`config.mk`:
```
export PLATFORM = sky130hd
export DESIGN_NAME = seg7_scan
export DESIGN_NICKNAME = d
export VERILOG_FILES = /design/src/rtl/seg7_pkg.sv /design/src/rtl/seg7_decode.sv /design/src/rtl/seg7_scan.sv
export SDC_FILE = /design/constraint.sdc
export NUM_CORES = 1
export LEC_CHECK = 0
export ABC_AREA = 1
export ABC_CLOCK_PERIOD_IN_PS = 1800
export BUFFER_PORTS_ARGS = -buffer_cell sky130_fd_sc_hd__clkbuf_2
export CAP_MARGIN = 20
export CORE_MARGIN = 5
export CORE_UTILIZATION = 38
export CTS_CLUSTER_SIZE = 8
export DETAILED_ROUTE_END_ITERATION = 6
export GPL_ROUTABILITY_DRIVEN = 0
export GPL_TIMING_DRIVEN = 0
export MAX_ROUTING_LAYER = met4
export PLACE_DENSITY_LB_ADDON = 0.15
export REMOVE_ABC_BUFFERS = 1
export SYNTH_ARGS = -nofsm -noshare
export SYNTH_HDL_FRONTEND = slang
export SYNTH_SLANG_ARGS = --single-unit
```
`constraint.sdc`:
```
create_clock -name clk -period 1.8 [get_ports clk]
set_input_delay 0.09 -clock clk [delete_from_list [all_inputs] [get_ports clk]]
set_output_delay 0.09 -clock clk [all_outputs]
set_load 0.05 [all_outputs]
```
`src/rtl/seg7_pkg.sv`:
```
`default_nettype none
// ============================================================================
// Module   : seg7_pkg
// Purpose  : Shared segment codes, anode patterns and digit-select type for
//            the two-digit multiplexed seven-segment display.
// Revision : 1.0  initial release
// ============================================================================
package seg7_pkg;

    // Active-low segment codes, bit order {g,f,e,d,c,b,a}
    localparam logic [6:0] SEG_0    = 7'h40;
    localparam logic [6:0] SEG_1    = 7'h79;
    localparam logic [6:0] SEG_2    = 7'h24;
    localparam logic [6:0] SEG_3    = 7'h30;
    localparam logic [6:0] SEG_4    = 7'h19;
    localparam logic [6:0] SEG_5    = 7'h12;
    localparam logic [6:0] SEG_6    = 7'h02;
    localparam logic [6:0] SEG_7    = 7'h78;
    localparam logic [6:0] SEG_8    = 7'h00;
    localparam logic [6:0] SEG_9    = 7'h10;
    localparam logic [6:0] SEG_DASH = 7'h3F;
    localparam logic [6:0] SEG_OFF  = 7'h7F;

    // Active-low anodes: an[0] = ones, an[1] = tens
    localparam logic [1:0] AN_ONES  = 2'b10;
    localparam logic [1:0] AN_TENS  = 2'b01;
    localparam logic [1:0] AN_OFF   = 2'b11;

    typedef enum logic {
        SEL_ONES = 1'b0,
        SEL_TENS = 1'b1
    } digit_sel_e;

endpackage : seg7_pkg
`default_nettype wire

```
`src/rtl/seg7_decode.sv`:
```
`default_nettype none
// ============================================================================
// Module   : seg7_decode
// Purpose  : BCD to active-low seven-segment decoder; non-BCD codes show a dash.
// Revision : 1.0  initial release
// ============================================================================
module seg7_decode
    import seg7_pkg::*;
(
    input  logic [3:0] bcd,
    output logic [6:0] seg
);

    always_comb begin
        seg = SEG_DASH;
        case (bcd)
            4'd0:    seg = SEG_0;
            4'd1:    seg = SEG_1;
            4'd2:    seg = SEG_2;
            4'd3:    seg = SEG_3;
            4'd4:    seg = SEG_4;
            4'd5:    seg = SEG_5;
            4'd6:    seg = SEG_6;
            4'd7:    seg = SEG_7;
            4'd8:    seg = SEG_8;
            4'd9:    seg = SEG_9;
            default: seg = SEG_DASH;
        endcase
    end

endmodule : seg7_decode
`default_nettype wire

```
`src/rtl/seg7_scan.sv`:
```
`default_nettype none
// ============================================================================
// Module   : seg7_scan
// Purpose  : Two-digit multiplexed seven-segment driver with load latch,
//            leading-zero blanking and blink; segment/anode outputs registered.
// Revision : 1.0  initial release
// ============================================================================
module seg7_scan
    import seg7_pkg::*;
#(
    parameter int CLK_DIV     = 50000,
    parameter int BLINK_TICKS = 250
) (
    input  logic       clk,
    input  logic       rst,
    input  logic [3:0] tens,
    input  logic [3:0] ones,
    input  logic       load,
    input  logic       blank_lz,
    input  logic       blink_en,
    output logic [6:0] seg,
    output logic [1:0] an,
    output logic       tick
);

    localparam int               DIV_W    = $clog2(CLK_DIV);
    localparam int               BLK_W    = (BLINK_TICKS > 1) ? $clog2(BLINK_TICKS) : 1;
    localparam logic [DIV_W-1:0] DIV_LAST = DIV_W'(CLK_DIV - 1);
    localparam logic [BLK_W-1:0] BLK_LAST = BLK_W'(BLINK_TICKS - 1);

    logic [DIV_W-1:0] r_div;
    logic [BLK_W-1:0] r_blk_cnt;
    logic             r_phase;
    digit_sel_e       r_sel;
    logic [3:0]       r_lat_t;
    logic [3:0]       r_lat_o;

    logic             w_tick;
    logic [3:0]       w_digit;
    logic [6:0]       w_dec;
    logic [6:0]       w_seg_nxt;
    logic [1:0]       w_an_nxt;

    assign w_tick = (r_div == DIV_LAST);
    assign tick   = w_tick;

    // Prescaler, digit select and blink phase all advance on the scan tick
    always_ff @(posedge clk) begin
        if (rst) begin
            r_div     <= '0;
            r_sel     <= SEL_ONES;
            r_blk_cnt <= '0;
            r_phase   <= 1'b0;
        end else begin
            r_div <= w_tick ? '0 : r_div + 1'b1;
            if (w_tick) begin
                r_sel <= (r_sel == SEL_ONES) ? SEL_TENS : SEL_ONES;
                if (r_blk_cnt == BLK_LAST) begin
                    r_blk_cnt <= '0;
                    r_phase   <= ~r_phase;
                end else begin
                    r_blk_cnt <= r_blk_cnt + 1'b1;
                end
            end
        end
    end

    always_ff @(posedge clk) begin
        if (rst) begin
            r_lat_t <= 4'd0;
            r_lat_o <= 4'd0;
        end else if (load) begin
            r_lat_t <= tens;
            r_lat_o <= ones;
        end
    end

    assign w_digit = (r_sel == SEL_TENS) ? r_lat_t : r_lat_o;

    seg7_decode u_decode (
        .bcd (w_digit),
        .seg (w_dec)
    );

    // Blink outranks leading-zero blanking, which outranks the decoded digit
    always_comb begin
        w_seg_nxt = w_dec;
        w_an_nxt  = (r_sel == SEL_TENS) ? AN_TENS : AN_ONES;
        if (blink_en && r_phase) begin
            w_seg_nxt = SEG_OFF;
            w_an_nxt  = AN_OFF;
        end else if ((r_sel == SEL_TENS) && blank_lz && (r_lat_t == 4'd0)) begin
            w_seg_nxt = SEG_OFF;
            w_an_nxt  = AN_OFF;
        end
    end

    always_ff @(posedge clk) begin
        if (rst) begin
            seg <= SEG_OFF;
            an  <= AN_OFF;
        end else begin
            seg <= w_seg_nxt;
            an  <= w_an_nxt;
        end
    end

endmodule : seg7_scan
`default_nettype wire

```
==> flow_metrics.py <==
metrics = {
    "status": {
        "status": "completed",
    },
    "final_layout": {
        "fin_area_um2": 2530,
        "final_nets": 368,
        "area_growth_pct": 14.9,
        "insertedDiodeCount": 0,
        "drive_gt1_share_pct": 16.4,
        "stdcell_count": 419,
    },
    "synth": {
        "ys_ff_latch": 43,
        "synthAdderAreaFrac_pct": 5.11,
        "synth_xor_area_share_pct": 2.78,
        "synth_ff_type": "dfxtp_1",
        "synth_top_family_by_area": "simple AND/OR/NAND/NOR gates",
        "yosysSeqAreaShare_pct": 39.0,
        "yosys_warnings": 0,
        "synth_edf_count": 0,
        "synth_compound_area_share_pct": 10.1,
        "syn_area_per_cell_um2": 6.91,
        "async_flop_share_pct": 0,
        "syn_area_um2": 2200,
        "ys_types": 34,
        "synthMuxAreaShare_pct": 0,
        "synthCells": 319,
        "synthSimpleGateAreaFrac_pct": 35.5,
    },
    "route": {
        "drtAntennaViolNets": 0,
        "wl_mm": 4.44,
        "dr.pass1.iters": 4,
        "drc": 0,
        "drt_iter0_drc": 82,
        "num_vias": 1961,
        "wire_per_inst_um": 10.6,
        "vias_per_cell": 4.68,
    },
    "setup_path": {
        "r2r_setup_slack_ns": 0.17,
        "critPathLaunchType": "flip-flop",
        "rr_endpoint": "seg[0]",
        "reg2regPathDepth": 9,
        "arrival_ns": 1.56,
        "crit_type": "flip-flop to output port",
        "critPathCaptureType": "output port",
        "crit_path_max_fanout": 3,
        "worstReg2RegStart": "r_sel",
        "required_ns": 1.71,
    },
    "die": {
        "initial_utilization_pct": 39.6,
        "row_count": 27,
        "ios": 23,
        "die_area_um2": 7430,
        "die_x_um": 86.2,
        "design.core.area_um2": 5570,
        "die_h_um": 86.2,
    },
    "grt": {
        "grt_pass1_vias": 1897,
        "grt_max_degree": 16,
        "gr-usage-met1_pct": 17.5,
        "grt_overflow": 0,
        "grtUsageMet2_pct": 22.1,
        "grt_antenna_before_repair": 0,
        "grt.busiest_layer": "met2",
        "grtUsageTotal_pct": 13.8,
        "grt_pass1_wl_mm": 8.23,
        "grtUsageMet3_pct": 2.85,
    },
    "timing": {
        "finalClockSkew_ns": 0.00640,
        "slew_headroom_pct": 69.2,
        "post-route-min-period_ns": 1.65,
        "tightest_slew_ns": 0.460,
        "post-route-period-util_pct": 91.6,
        "finalSetupViolations": 0,
        "rsz0062_at_grt": "false",
        "slew_viol_final": 0,
        "final.setup.tns_ns": 0,
        "finalHoldViolCount": 0,
        "timing.fmax_mhz": 606,
    },
    "power": {
        "vdd_drop_max_mv": 0.377,
        "clkPwrFrac_pct": 38.7,
        "p_sw_share_pct": 25.7,
        "p_int_uw": 1460,
        "switchingPower_uw": 503,
        "p_seq_share_pct": 51.0,
        "p_comb_share_pct": 10.3,
        "power_density_nw_per_um2": 774,
        "leakage_uw": 0.00102,
    },
    "clock_tree": {
        "cts_inserted_buffers": 5,
        "insertion_delay_ns": 0.30,
        "clkTransAtPathRegs_ns": 0.08,
        "cts_tree": "yes",
        "root_buffer": "clkbuf_8",
        "cts.path.max_buffers": 2,
        "htreeDepth": 2,
        "cts.sinks": 43,
    },
    "placement": {
        "dp_hpwl_mm": 3.39,
        "placed_area_um2": 2380,
        "dpl.cell_count": 409,
        "port_buffers": 22,
    },
    "flow_run": {
        "maxCapViolations": 0,
    },
    "hold_path": {
        "worstHoldStart": "tens[1]",
        "min_to": "r_lat_t[1]",
        "hold_path.class": "input port to flip-flop",
        "holdPathStages": 3,
    },
}
## cell usage in the layout, fill, tap and decap left out, drive strengths merged
master	n
nand2	82
nor2	63
dfxtp	43
inv	34
clkbuf	27
nand3	23
a21oi	20
o21ai	15
ha	9
nand4	5
xor2	4
clkinv	4
xnor2	3
nor3	3
o211ai	2
or2	2
o21bai	1
nand2b	1
a31oi	1
nor3b	1
nand3b	1
bufinv	1
dlygate4sd3	1
buf	1
## worst max-delay path by stage
stage                        start           end  slack, ns  cells after the start
final                     r_div[0]          tick       0.15                      6
after global routing      r_div[0]          tick       0.01                      6
after CTS                 r_div[0]          tick      -0.02                      6
after detailed placement     r_sel        seg[0]      -0.02                      9
after global placement       r_sel        seg[0]       0.02                      9
after floorplan           r_div[0]  r_blk_cnt[6]      -0.03                      7
## worst max-delay path: stages, from the launching register on
cell      delay [ns]
dfxtp_1         0.36
ha_1            0.21
nand3_2         0.12
nor2_2          0.14
inv_1           0.09
nor2_2          0.14
clkbuf_8        0.20
## flip-flops by register name, summed over array words and instances, names as in the netlist
register	count
r_lat_t	4
r_sel	1
r_lat_o	4
r_blk_cnt	8
seg	7
an	2
r_div	16
r_phase	1
## metrics by stage
stage	power [uW]	hold WS, ns	utilization [%]	setup WS, ns
3_3_place_gp	1230	0.316	42.6	0.0187
5_1_grt	2060	0.0126	45.4	0.0140
3_5_place_dp	1230	0.320	42.6	-0.0167
6_report	1960	0.0169	45.4	0.151
4_1_cts	1990	0.00750	45.1	-0.0196
2_1_floorplan	1170	0.159	-	-0.0344
## synth_stat cells (4+ instances only)
| cell type | instances | area share, % |
|---|---|---|
| nand2_1 | 79 | 13 |
| nor2_2 | 5 | 1.4 |
| inv_1 | 30 | 5.1 |
| inv_2 | 4 | 0.68 |
| dfxtp_1 | 43 | 39 |
| a21oi_1 | 19 | 4.3 |
| xor2_1 | 4 | 1.6 |
| ha_1 | 9 | 5.1 |
| nand3_1 | 23 | 5.2 |
| nor2_1 | 57 | 9.7 |
| nand4_1 | 5 | 1.4 |
| o21ai_0 | 11 | 2.5 |
## cell type report
type | count | area (um^2)
Tap cell | 72 | 90.1
Sequential cell | 43 | 866
Clock buffer | 5 | 68.8
Fill cell | 606 | 3040
Inverter | 36 | 135
Multi-Input combinational cell | 236 | 1190
Clock inverter | 3 | 43.8
Timing Repair Buffer | 24 | 136
## kinds of logic (layout without fill, tap and decap cells)
group | count (synthesis) | count (layout)
DFF | 43 | 43
xor gates and xnor gates | 7 | 7
adders and majority gates | 9 | 9
buffers and inverters | 40 | 68
and+or+nand+nor | 181 | 181
AOI/OAI and AO/OA | 39 | 39
## timing repair
| action | 4_1_cts | 5_1_grt |
|---|---|---|
| buffers inserted | 0 | 1 |
| hold buffers | 1 | 0 |
| resized for setup | 4 | 5 |
| gates cloned | 0 | 0 |
| endpoints found under the setup margin | 3 | 2 |
| endpoints found under the hold margin | 1 | 0 |
| pin swaps | 0 | 1 |
## power by group through the flow
| stage | sequential, uW | combinational, uW | clock (uW) |
|---|---|---|---|
| 6_report | 1000 | 202 | 757 |
| 5_1_grt | 1000 | 228 | 823 |
| 4_1_cts | 1000 | 205 | 787 |
| 3_5_place_dp | 1020 | 203 | 0 |
| 3_3_place_gp | 1020 | 201 | 0 |
| 2_1_floorplan | 1080 | 86.1 | 0 |
## metal layers
layer,up-vias,wire length (um)
met4,0,61
met5,-,0
li1,1064,-
met3,6,154
met1,863,2200
met2,28,2030
No activity file was read; power rests on OpenSTA's default activity.
